===== config.mk =====
export PLATFORM = sky130hd
export DESIGN_NAME = uart_boot_loader
export DESIGN_NICKNAME = d
export VERILOG_FILES = /design/src/rtl/boot_pkg.sv /design/src/rtl/uart_rx.sv /design/src/rtl/uart_boot_loader.sv
export SDC_FILE = /design/constraint.sdc
export NUM_CORES = 1
export LEC_CHECK = 0
export CAP_MARGIN = 20
export CORE_MARGIN = 8
export CORE_UTILIZATION = 48
export DETAILED_ROUTE_END_ITERATION = 12
export GPL_TIMING_DRIVEN = 0
export PLACE_DENSITY_LB_ADDON = 0.05
export SETUP_SLACK_MARGIN = 0.05
export SLEW_MARGIN = 0
export SYNTH_ARGS = -nofsm -noshare
export SYNTH_HDL_FRONTEND = slang
export SYNTH_HIERARCHICAL = 1
export SYNTH_SLANG_ARGS = --single-unit

===== constraint.sdc =====
create_clock -name clk -period 8.3 [get_ports clk]
set_input_delay 0.83 -clock clk [delete_from_list [all_inputs] [get_ports clk]]
set_output_delay 0.83 -clock clk [all_outputs]
set_load 0.03 [all_outputs]

===== src/rtl/boot_pkg.sv =====
// Shared types and constants for the UART boot loader: frame FSM encoding,
// receiver FSM encoding and the sync byte that opens every image frame.
package boot_pkg;

    typedef enum logic [2:0] {
        IDLE,
        LEN0,
        LEN1,
        DATA,
        CSUM,
        DONE
    } boot_state_t;

    typedef enum logic [1:0] {
        RX_IDLE,
        RX_START,
        RX_BITS,
        RX_STOP
    } rx_state_t;

    localparam logic [7:0] SYNC_BYTE = 8'hA5;

endpackage


===== src/rtl/uart_rx.sv =====
// 8N1 UART receiver: 2-flop synchronizer, mid-bit sampling timer and shift register.
// Emits one-cycle rx_valid or rx_frame_err pulses at the stop-bit sample.
module uart_rx
    import boot_pkg::*;
#(
    parameter int CLKS_PER_BIT = 868
) (
    input  logic       clk,
    input  logic       reset,
    input  logic       rx,
    output logic [7:0] rx_data,
    output logic       rx_valid,
    output logic       rx_frame_err
);

    localparam int CNT_W = $clog2(CLKS_PER_BIT);
    localparam logic [CNT_W-1:0] FULL_LAST = CNT_W'(CLKS_PER_BIT - 1);
    localparam logic [CNT_W-1:0] HALF_LAST = CNT_W'(CLKS_PER_BIT / 2 - 1);

    logic             sync1_q, sync2_q, prev_q;
    rx_state_t        state_q, state_d;
    logic [CNT_W-1:0] cnt_q, cnt_d;
    logic [2:0]       bit_idx_q, bit_idx_d;
    logic [7:0]       shift_q, shift_d;
    logic [7:0]       data_q, data_d;
    logic             valid_q, valid_d;
    logic             ferr_q, ferr_d;

    // Synchronizer flops reset to the idle-high line level so reset never looks like a start bit.
    always_ff @(posedge clk or posedge reset) begin
        if (reset) begin
            sync1_q   <= 1'b1;
            sync2_q   <= 1'b1;
            prev_q    <= 1'b1;
            state_q   <= RX_IDLE;
            cnt_q     <= '0;
            bit_idx_q <= '0;
            shift_q   <= '0;
            data_q    <= '0;
            valid_q   <= 1'b0;
            ferr_q    <= 1'b0;
        end else begin
            sync1_q   <= rx;
            sync2_q   <= sync1_q;
            prev_q    <= sync2_q;
            state_q   <= state_d;
            cnt_q     <= cnt_d;
            bit_idx_q <= bit_idx_d;
            shift_q   <= shift_d;
            data_q    <= data_d;
            valid_q   <= valid_d;
            ferr_q    <= ferr_d;
        end
    end

    always_comb begin
        state_d   = state_q;
        cnt_d     = cnt_q + CNT_W'(1);
        bit_idx_d = bit_idx_q;
        shift_d   = shift_q;
        data_d    = data_q;
        valid_d   = 1'b0;
        ferr_d    = 1'b0;

        case (state_q)
            RX_IDLE: begin
                cnt_d = '0;
                if (prev_q && !sync2_q) begin
                    state_d = RX_START;
                end
            end
            RX_START: begin
                // A start bit that is high again at mid-bit was only a glitch.
                if (cnt_q == HALF_LAST) begin
                    cnt_d     = '0;
                    bit_idx_d = '0;
                    state_d   = sync2_q ? RX_IDLE : RX_BITS;
                end
            end
            RX_BITS: begin
                if (cnt_q == FULL_LAST) begin
                    cnt_d     = '0;
                    shift_d   = {sync2_q, shift_q[7:1]};
                    bit_idx_d = bit_idx_q + 3'd1;
                    if (bit_idx_q == 3'd7) begin
                        state_d = RX_STOP;
                    end
                end
            end
            RX_STOP: begin
                if (cnt_q == FULL_LAST) begin
                    cnt_d   = '0;
                    state_d = RX_IDLE;
                    if (sync2_q) begin
                        valid_d = 1'b1;
                        data_d  = shift_q;
                    end else begin
                        ferr_d = 1'b1;
                    end
                end
            end
            default: state_d = RX_IDLE;
        endcase
    end

    assign rx_data      = data_q;
    assign rx_valid     = valid_q;
    assign rx_frame_err = ferr_q;

endmodule


===== src/rtl/uart_boot_loader.sv =====
// Receives a checksummed program image over UART, writes it into instruction
// memory and releases the core from reset once the whole image is verified.
module uart_boot_loader
    import boot_pkg::*;
#(
    parameter int CLKS_PER_BIT = 868,
    parameter int IMEM_DEPTH   = 256,
    parameter int ADDR_W       = 8
) (
    input  logic              clk,
    input  logic              reset,
    input  logic              rx,
    output logic              imem_we,
    output logic [ADDR_W-1:0] imem_addr,
    output logic [31:0]       imem_wdata,
    output logic              core_reset,
    output logic              boot_done,
    output logic              boot_err
);

    localparam logic [15:0] MAX_WORDS = 16'(IMEM_DEPTH);

    logic [7:0] rx_data;
    logic       rx_valid;
    logic       rx_frame_err;

    uart_rx #(
        .CLKS_PER_BIT(CLKS_PER_BIT)
    ) u_rx (
        .clk         (clk),
        .reset       (reset),
        .rx          (rx),
        .rx_data     (rx_data),
        .rx_valid    (rx_valid),
        .rx_frame_err(rx_frame_err)
    );

    boot_state_t       state_q, state_d;
    logic [15:0]       len_q, len_d;
    logic [15:0]       word_cnt_q, word_cnt_d;
    logic [1:0]        byte_idx_q, byte_idx_d;
    logic [31:0]       word_q, word_d;
    logic [7:0]        csum_q, csum_d;
    logic [ADDR_W-1:0] addr_q, addr_d;
    logic [31:0]       wdata_q, wdata_d;
    logic              we_q, we_d;
    logic              done_q, done_d;
    logic              err_q, err_d;

    always_ff @(posedge clk or posedge reset) begin
        if (reset) begin
            state_q    <= IDLE;
            len_q      <= '0;
            word_cnt_q <= '0;
            byte_idx_q <= '0;
            word_q     <= '0;
            csum_q     <= '0;
            addr_q     <= '0;
            wdata_q    <= '0;
            we_q       <= 1'b0;
            done_q     <= 1'b0;
            err_q      <= 1'b0;
        end else begin
            state_q    <= state_d;
            len_q      <= len_d;
            word_cnt_q <= word_cnt_d;
            byte_idx_q <= byte_idx_d;
            word_q     <= word_d;
            csum_q     <= csum_d;
            addr_q     <= addr_d;
            wdata_q    <= wdata_d;
            we_q       <= we_d;
            done_q     <= done_d;
            err_q      <= err_d;
        end
    end

    always_comb begin
        state_d    = state_q;
        len_d      = len_q;
        word_cnt_d = word_cnt_q;
        byte_idx_d = byte_idx_q;
        word_d     = word_q;
        csum_d     = csum_q;
        addr_d     = addr_q;
        wdata_d    = wdata_q;
        we_d       = 1'b0;
        done_d     = done_q;
        err_d      = err_q;

        // Address steps once the write pulse ends; after the last word the FSM is in CSUM, so it never wraps.
        if (we_q && state_q == DATA) begin
            addr_d = addr_q + ADDR_W'(1);
        end

        if (state_q == IDLE) begin
            addr_d     = '0;
            word_cnt_d = '0;
            byte_idx_d = '0;
            csum_d     = '0;
        end

        if (rx_frame_err && state_q != DONE) begin
            err_d   = 1'b1;
            state_d = IDLE;
        end else if (rx_valid) begin
            case (state_q)
                IDLE: begin
                    if (rx_data == SYNC_BYTE) begin
                        err_d   = 1'b0;
                        state_d = LEN0;
                    end
                end
                LEN0: begin
                    len_d[7:0] = rx_data;
                    state_d    = LEN1;
                end
                LEN1: begin
                    len_d = {rx_data, len_q[7:0]};
                    if (len_d > MAX_WORDS) begin
                        err_d   = 1'b1;
                        state_d = IDLE;
                    end else if (len_d == 16'd0) begin
                        state_d = CSUM;
                    end else begin
                        state_d = DATA;
                    end
                end
                DATA: begin
                    word_d     = {rx_data, word_q[31:8]};
                    csum_d     = csum_q ^ rx_data;
                    byte_idx_d = byte_idx_q + 2'd1;
                    if (byte_idx_q == 2'd3) begin
                        wdata_d    = word_d;
                        we_d       = 1'b1;
                        word_cnt_d = word_cnt_q + 16'd1;
                        if (word_cnt_d == len_q) begin
                            state_d = CSUM;
                        end
                    end
                end
                CSUM: begin
                    if (rx_data == csum_q) begin
                        done_d  = 1'b1;
                        state_d = DONE;
                    end else begin
                        err_d   = 1'b1;
                        state_d = IDLE;
                    end
                end
                DONE: begin
                end
                default: state_d = IDLE;
            endcase
        end
    end

    assign imem_we    = we_q;
    assign imem_addr  = addr_q;
    assign imem_wdata = wdata_q;
    assign boot_done  = done_q;
    assign core_reset = ~done_q;
    assign boot_err   = err_q;

endmodule

# Yosys cells after proc, flatten, opt, wreduce, memory -nomap -nowiden
# Cells that the tools add are included.
# classes
n_addsub	5
magnitude_cmp	1
n_eq_ne	27
mux	53
bitwise_logic	3
reduce_logical	23
# op_table
cell	n
2-to-1 mux 16 bit	5
2-to-1 mux 8 bit	6
2-to-1 mux 3 bit	10
case mux 10 bit (3 select lines)	1
2-to-1 mux 10 bit	2
2-to-1 mux 2 bit	10
case mux 3 bit (6 select lines)	1
adder 16 x 1 -> 16 bit, second input constant	1
equality test 16 bit	1
greater-than comparator 16 x 9 -> 1 bit, second input constant	1
zero test 16 bit	1
2-to-1 mux 1 bit	15
AND reduction 3 bit	5
AND reduction 5 bit	3
adder 10 x 1 -> 10 bit, second input constant	1
equality test 10 bit, second input constant	1
equality test 10 x 9 -> 1 bit, second input constant	1
inequality test 2 x 1 -> 1 bit, second input constant	5
equality test 3 bit, second input constant	3
inequality test 3 x 1 -> 1 bit, second input constant	3
inequality test 3 bit, second input constant	3
adder 8 x 1 -> 8 bit, second input constant	1
equality test 8 bit	1
equality test 8 bit, second input constant	1
21 further kinds	30
# word_totals
reg_bits	156
inputBits	3
out_inout_bits	44
word_cells	134

# Logic depth before layout (Yosys ltp)
# depth
depth_word	7
mapped_depth	11
mapped_depth_nobuf	8

# Modules after synthesis
# Netlist, hierarchy kept.
# by_module_without_submodules
module	n_inst	cells_per_inst	area_each_um2	seq_area_each_um2
uart_boot_loader	1	590	5500.3	2802.7
uart_rx	1	122	1566.5	904.6

# Worst setup path before layout
# OpenSTA, ideal clock, no wires.
# synth_path
path_kind	flip-flop to flip-flop
startpoint	reg word_cnt_q[0]
endpoint	reg, netlist name state_q[0]
setup_time_ns	0.121
arrival_time_ns	2.035
required_ns	8.179
setup_slack_ns	6.144
path_stages_with_launch	9
period_less_slack_ns	2.156
path_cell_list	dfrtp_1 > ha_1 > nand3_1 > nor4_1 > xnor2_1 > nor4_2 > and4_1 > o21ai_1 > a22o_1
# synth_lines
element	line_no	source
from (decl)	uart_boot_loader.sv:40	logic [15:0] word_cnt_q, word_cnt_d;
from (signal assigned)	uart_boot_loader.sv:66	word_cnt_q <= word_cnt_d;

==> metrics.cfg <==
[outcome]
status = finished, final reports clean

[worst_setup_path]
timing.rr.start = word_cnt_q[0]$_DFF_PP0_
cp-end-kind = flop
slowest_stage = dfrtp_1
crit_type = reg2reg
crit_family = simple AND/OR/NAND/NOR gates
slowest_delay_ns = 0.47
worstPathArrival_ns = 3.01
crit_start = word_cnt_q[0]$_DFF_PP0_
path_buf_inv = 0
crit_required_ns = 8.61
cp_max_fo = 6
path_cells = ha_1 -> nand3_1 -> nor3_2 -> xnor2_1 -> a211oi_1 -> and4_1 -> o21ai_1 -> a22o_1
cp-start-kind = flop

[global_routing]
busiest_layer = met2
grt_pass1_wl_microns = 26200
met1_usage_pct = 22.8
grt_start_max_net_pins = 61
grtUsageMet3_pct = 4.67
use_met2_pct = 29.0
grt-ovfl-total = 0
grt_pass1_vias = 5222
grtUsageTotal_pct = 17.8
antenna_found_initial = 0

[cells_and_area]
postLayoutCellArea_sq_mm = 0.00841
diodes = 0
final_core_util_pct = 58.1
drive_gt1_share_pct = 14.6
layout.nets = 789
areaGrowthSynthToFinish_pct = 19.0
fin_cells = 976

[timing]
report.final.slew_viol_count = 0
final-setup-viol-count = 0
fmax_mhz = 370
hold_violations = 0
rsz0062_at_grt = false
tns_ns = 0
relSlewSlack_pct = 46.9
finalCriticalPeriod_ns = 2.70
worst_slew_pin_slew_ns = 0.793
fin_ws_ns = 5.60
timing.final.crit_share_pct = 32.6
whs_ns = 0.358
skew_ns = 0.0106

[cts]
cts_resized = 0
root_buffer = clkbuf_16
cts_tree = built
path_clk_slew_ns = 0.06
htree_num_levels = 4
ctsHoldBuffers = 0
cts.sinks = 148
postCtsSetupBuffers = 0
cts_buffers = 17
clockBufferDepth = 2
insertion_delay_ns = 0.42

[pwr]
power_mw = 1.62
p_sw_share_pct = 23.1
ir_drop_uv = 228
p_leak_nw = 4.06
p_int_mw = 1.25
powerDensity_mw_per_mm2 = 193
switchingPower_mw = 0.376
pwr-share-comb_pct = 5.4
seq_power_share_pct = 47.1
clkPwrFrac_pct = 47.5

[routing]
drt_first_pass_iters = 4
drt-total-wl_microns = 15500
wl_per_cell_microns = 15.9
ant_nets = 0
via_per_inst = 5.31
vias = 5183
drt_iter0_drc = 278
drc_errors = 0

[synthesis]
yosys.cell_types.count = 75
synth-seq-cells = 148
synthFlopType = dfrtp_1
synthTopCellsByArea = dfrtp_1, nand2_1, mux2_2, xnor2_1, o21ai_0
synth_edf_count = 0
ys_warn_count = 6
synth_area_sq_mm = 0.00707
synthesis.instances = 712
ys_seq_area_share_pct = 52.5
synthArstFlopShare_pct = 100
yosysTopAreaCellShare_pct = 51.3
synth_nets = 722
synth_area_leader_cell = dfrtp_1
synth_area_per_cell_sq_um = 9.93

[flow_run]
drv_cap = 0

[placed_design]
gp_congestion = 0.822
place_area_sq_mm = 0.00782
detailed_place_hpwl_microns = 10900
dp_slack_ns = 5.64
io_buffers = 46
dp.cells = 944

[floorplan]
initial_core_util_pct = 48.8
core.rowCount = 44
die_h_microns = 137
io_pins = 47
core_region_area_sq_mm = 0.0145
die_w_microns = 137
die_area_sq_mm = 0.0189

[min_path]
hold_start = u_rx/sync1_q$_DFF_PP1_
hp-class = reg2reg

## cells in the final DEF (no fill, tap or decap), types with 8 or more instances in the layout
cell type	Yosys	final
o21ai_0	40	40
dfrtp_1	145	145
and3_1	8	8
nor2_1	40	40
clkdlybuf4s50_1	0	46
mux2_2	32	32
a21oi_1	10	10
clkbuf_16	0	17
xor2_1	13	13
nand3_1	15	15
nand4_1	12	12
clkbuf_1	19	21
xnor2_1	29	29
nand2_1	211	211
## layer usage
layer | wire [microns] | vias up | part of all wire (%)
met1 | 7110 | 2556 | 46
met2 | 7730 | 71 | 50
met4 | 87 | 0 | 0.56
met3 | 613 | 8 | 3.9
met5 | 0 | - | 0
li1 | - | 2548 | -
## synth_stat cells, drive strengths merged (2+ instances only)
cell     instances
o21ai           46
nand4           14
and3             9
o211ai           2
o31ai            7
nor4bb           2
mux2            32
nor3             8
buf             16
inv              9
and2             2
o32a             2
dfrtp          145
or4              2
nand2b           5
nand3           18
nor2            41
xor2            13
a21o             3
mux2i            5
a31oi            4
nand2          212
o2bb2ai          3
clkbuf          21
and2b            3
nand3b           2
or3              2
and4             3
o21a             2
xnor2           30
a21oi           12
nor3b            4
nor4             7
nor2b            5
dfstp            3
a211oi           2
ha               7
## final cells by class
type / instances / area (sq um)
clock buffers: 22 / 474
multi-input cells: 518 / 3110
fillers: 1294 / 6070
plain buffers: 37 / 219
flip-flops and latches: 148 / 3710
inverters: 9 / 36.3
clock inverters: 10 / 121
repair buffers: 48 / 515
well taps: 184 / 230
## state kept, by name, summed over array words and instances, names as in the netlist, 2 cells and up, named ones only
name / count
word_q: 24
csum_q: 8
word_cnt_q: 16
u_rx/shift_q: 8
imem_addr: 8
u_rx/rx_data: 8
imem_wdata: 32
state_q: 3
u_rx/bit_idx_q: 3
byte_idx_q: 2
u_rx/cnt_q: 10
len_q: 16
## worst paths after layout
kind	end	slack, ns	depth (start not counted)
worst min-delay path	u_rx/sync2_q$_DFF_PP1_	0.36	0
worst max register to register	state_q[0]$_DFFE_PP0P_	5.60	8
min in group asynchronous	u_rx/cnt_q[1]$_DFF_PP0_	0.84	2
worst min register to register	u_rx/sync2_q$_DFF_PP1_	0.36	0
max in group asynchronous	imem_addr[0]$_DFFE_PP0P_	6.68	3
worst max-delay path	state_q[0]$_DFFE_PP0P_	5.60	8
## power by group through the flow
stage | Combinational (mW) | Sequential [mW] | Clock, mW
detailed placement | 0.0900 | 0.778 | 0
finish | 0.0876 | 0.765 | 0.771
floorplan | 0.0696 | 0.773 | 0
global placement | 0.0827 | 0.777 | 0
CTS | 0.0903 | 0.764 | 0.786
global route | 0.102 | 0.768 | 0.815
## kinds of logic after synthesis
group	count (synthesis)	share of synthesized area, %
and+or+nand+nor	342	23.2
DFF	148	52.5
AOI/OAI and AO/OA	89	8.25
buffers and inverters	46	3.58
xor gates and xnor gates	43	5.44
muxes	37	5.81
adders and majority gates	7	1.24
Power figures use the tool's default switching activity.
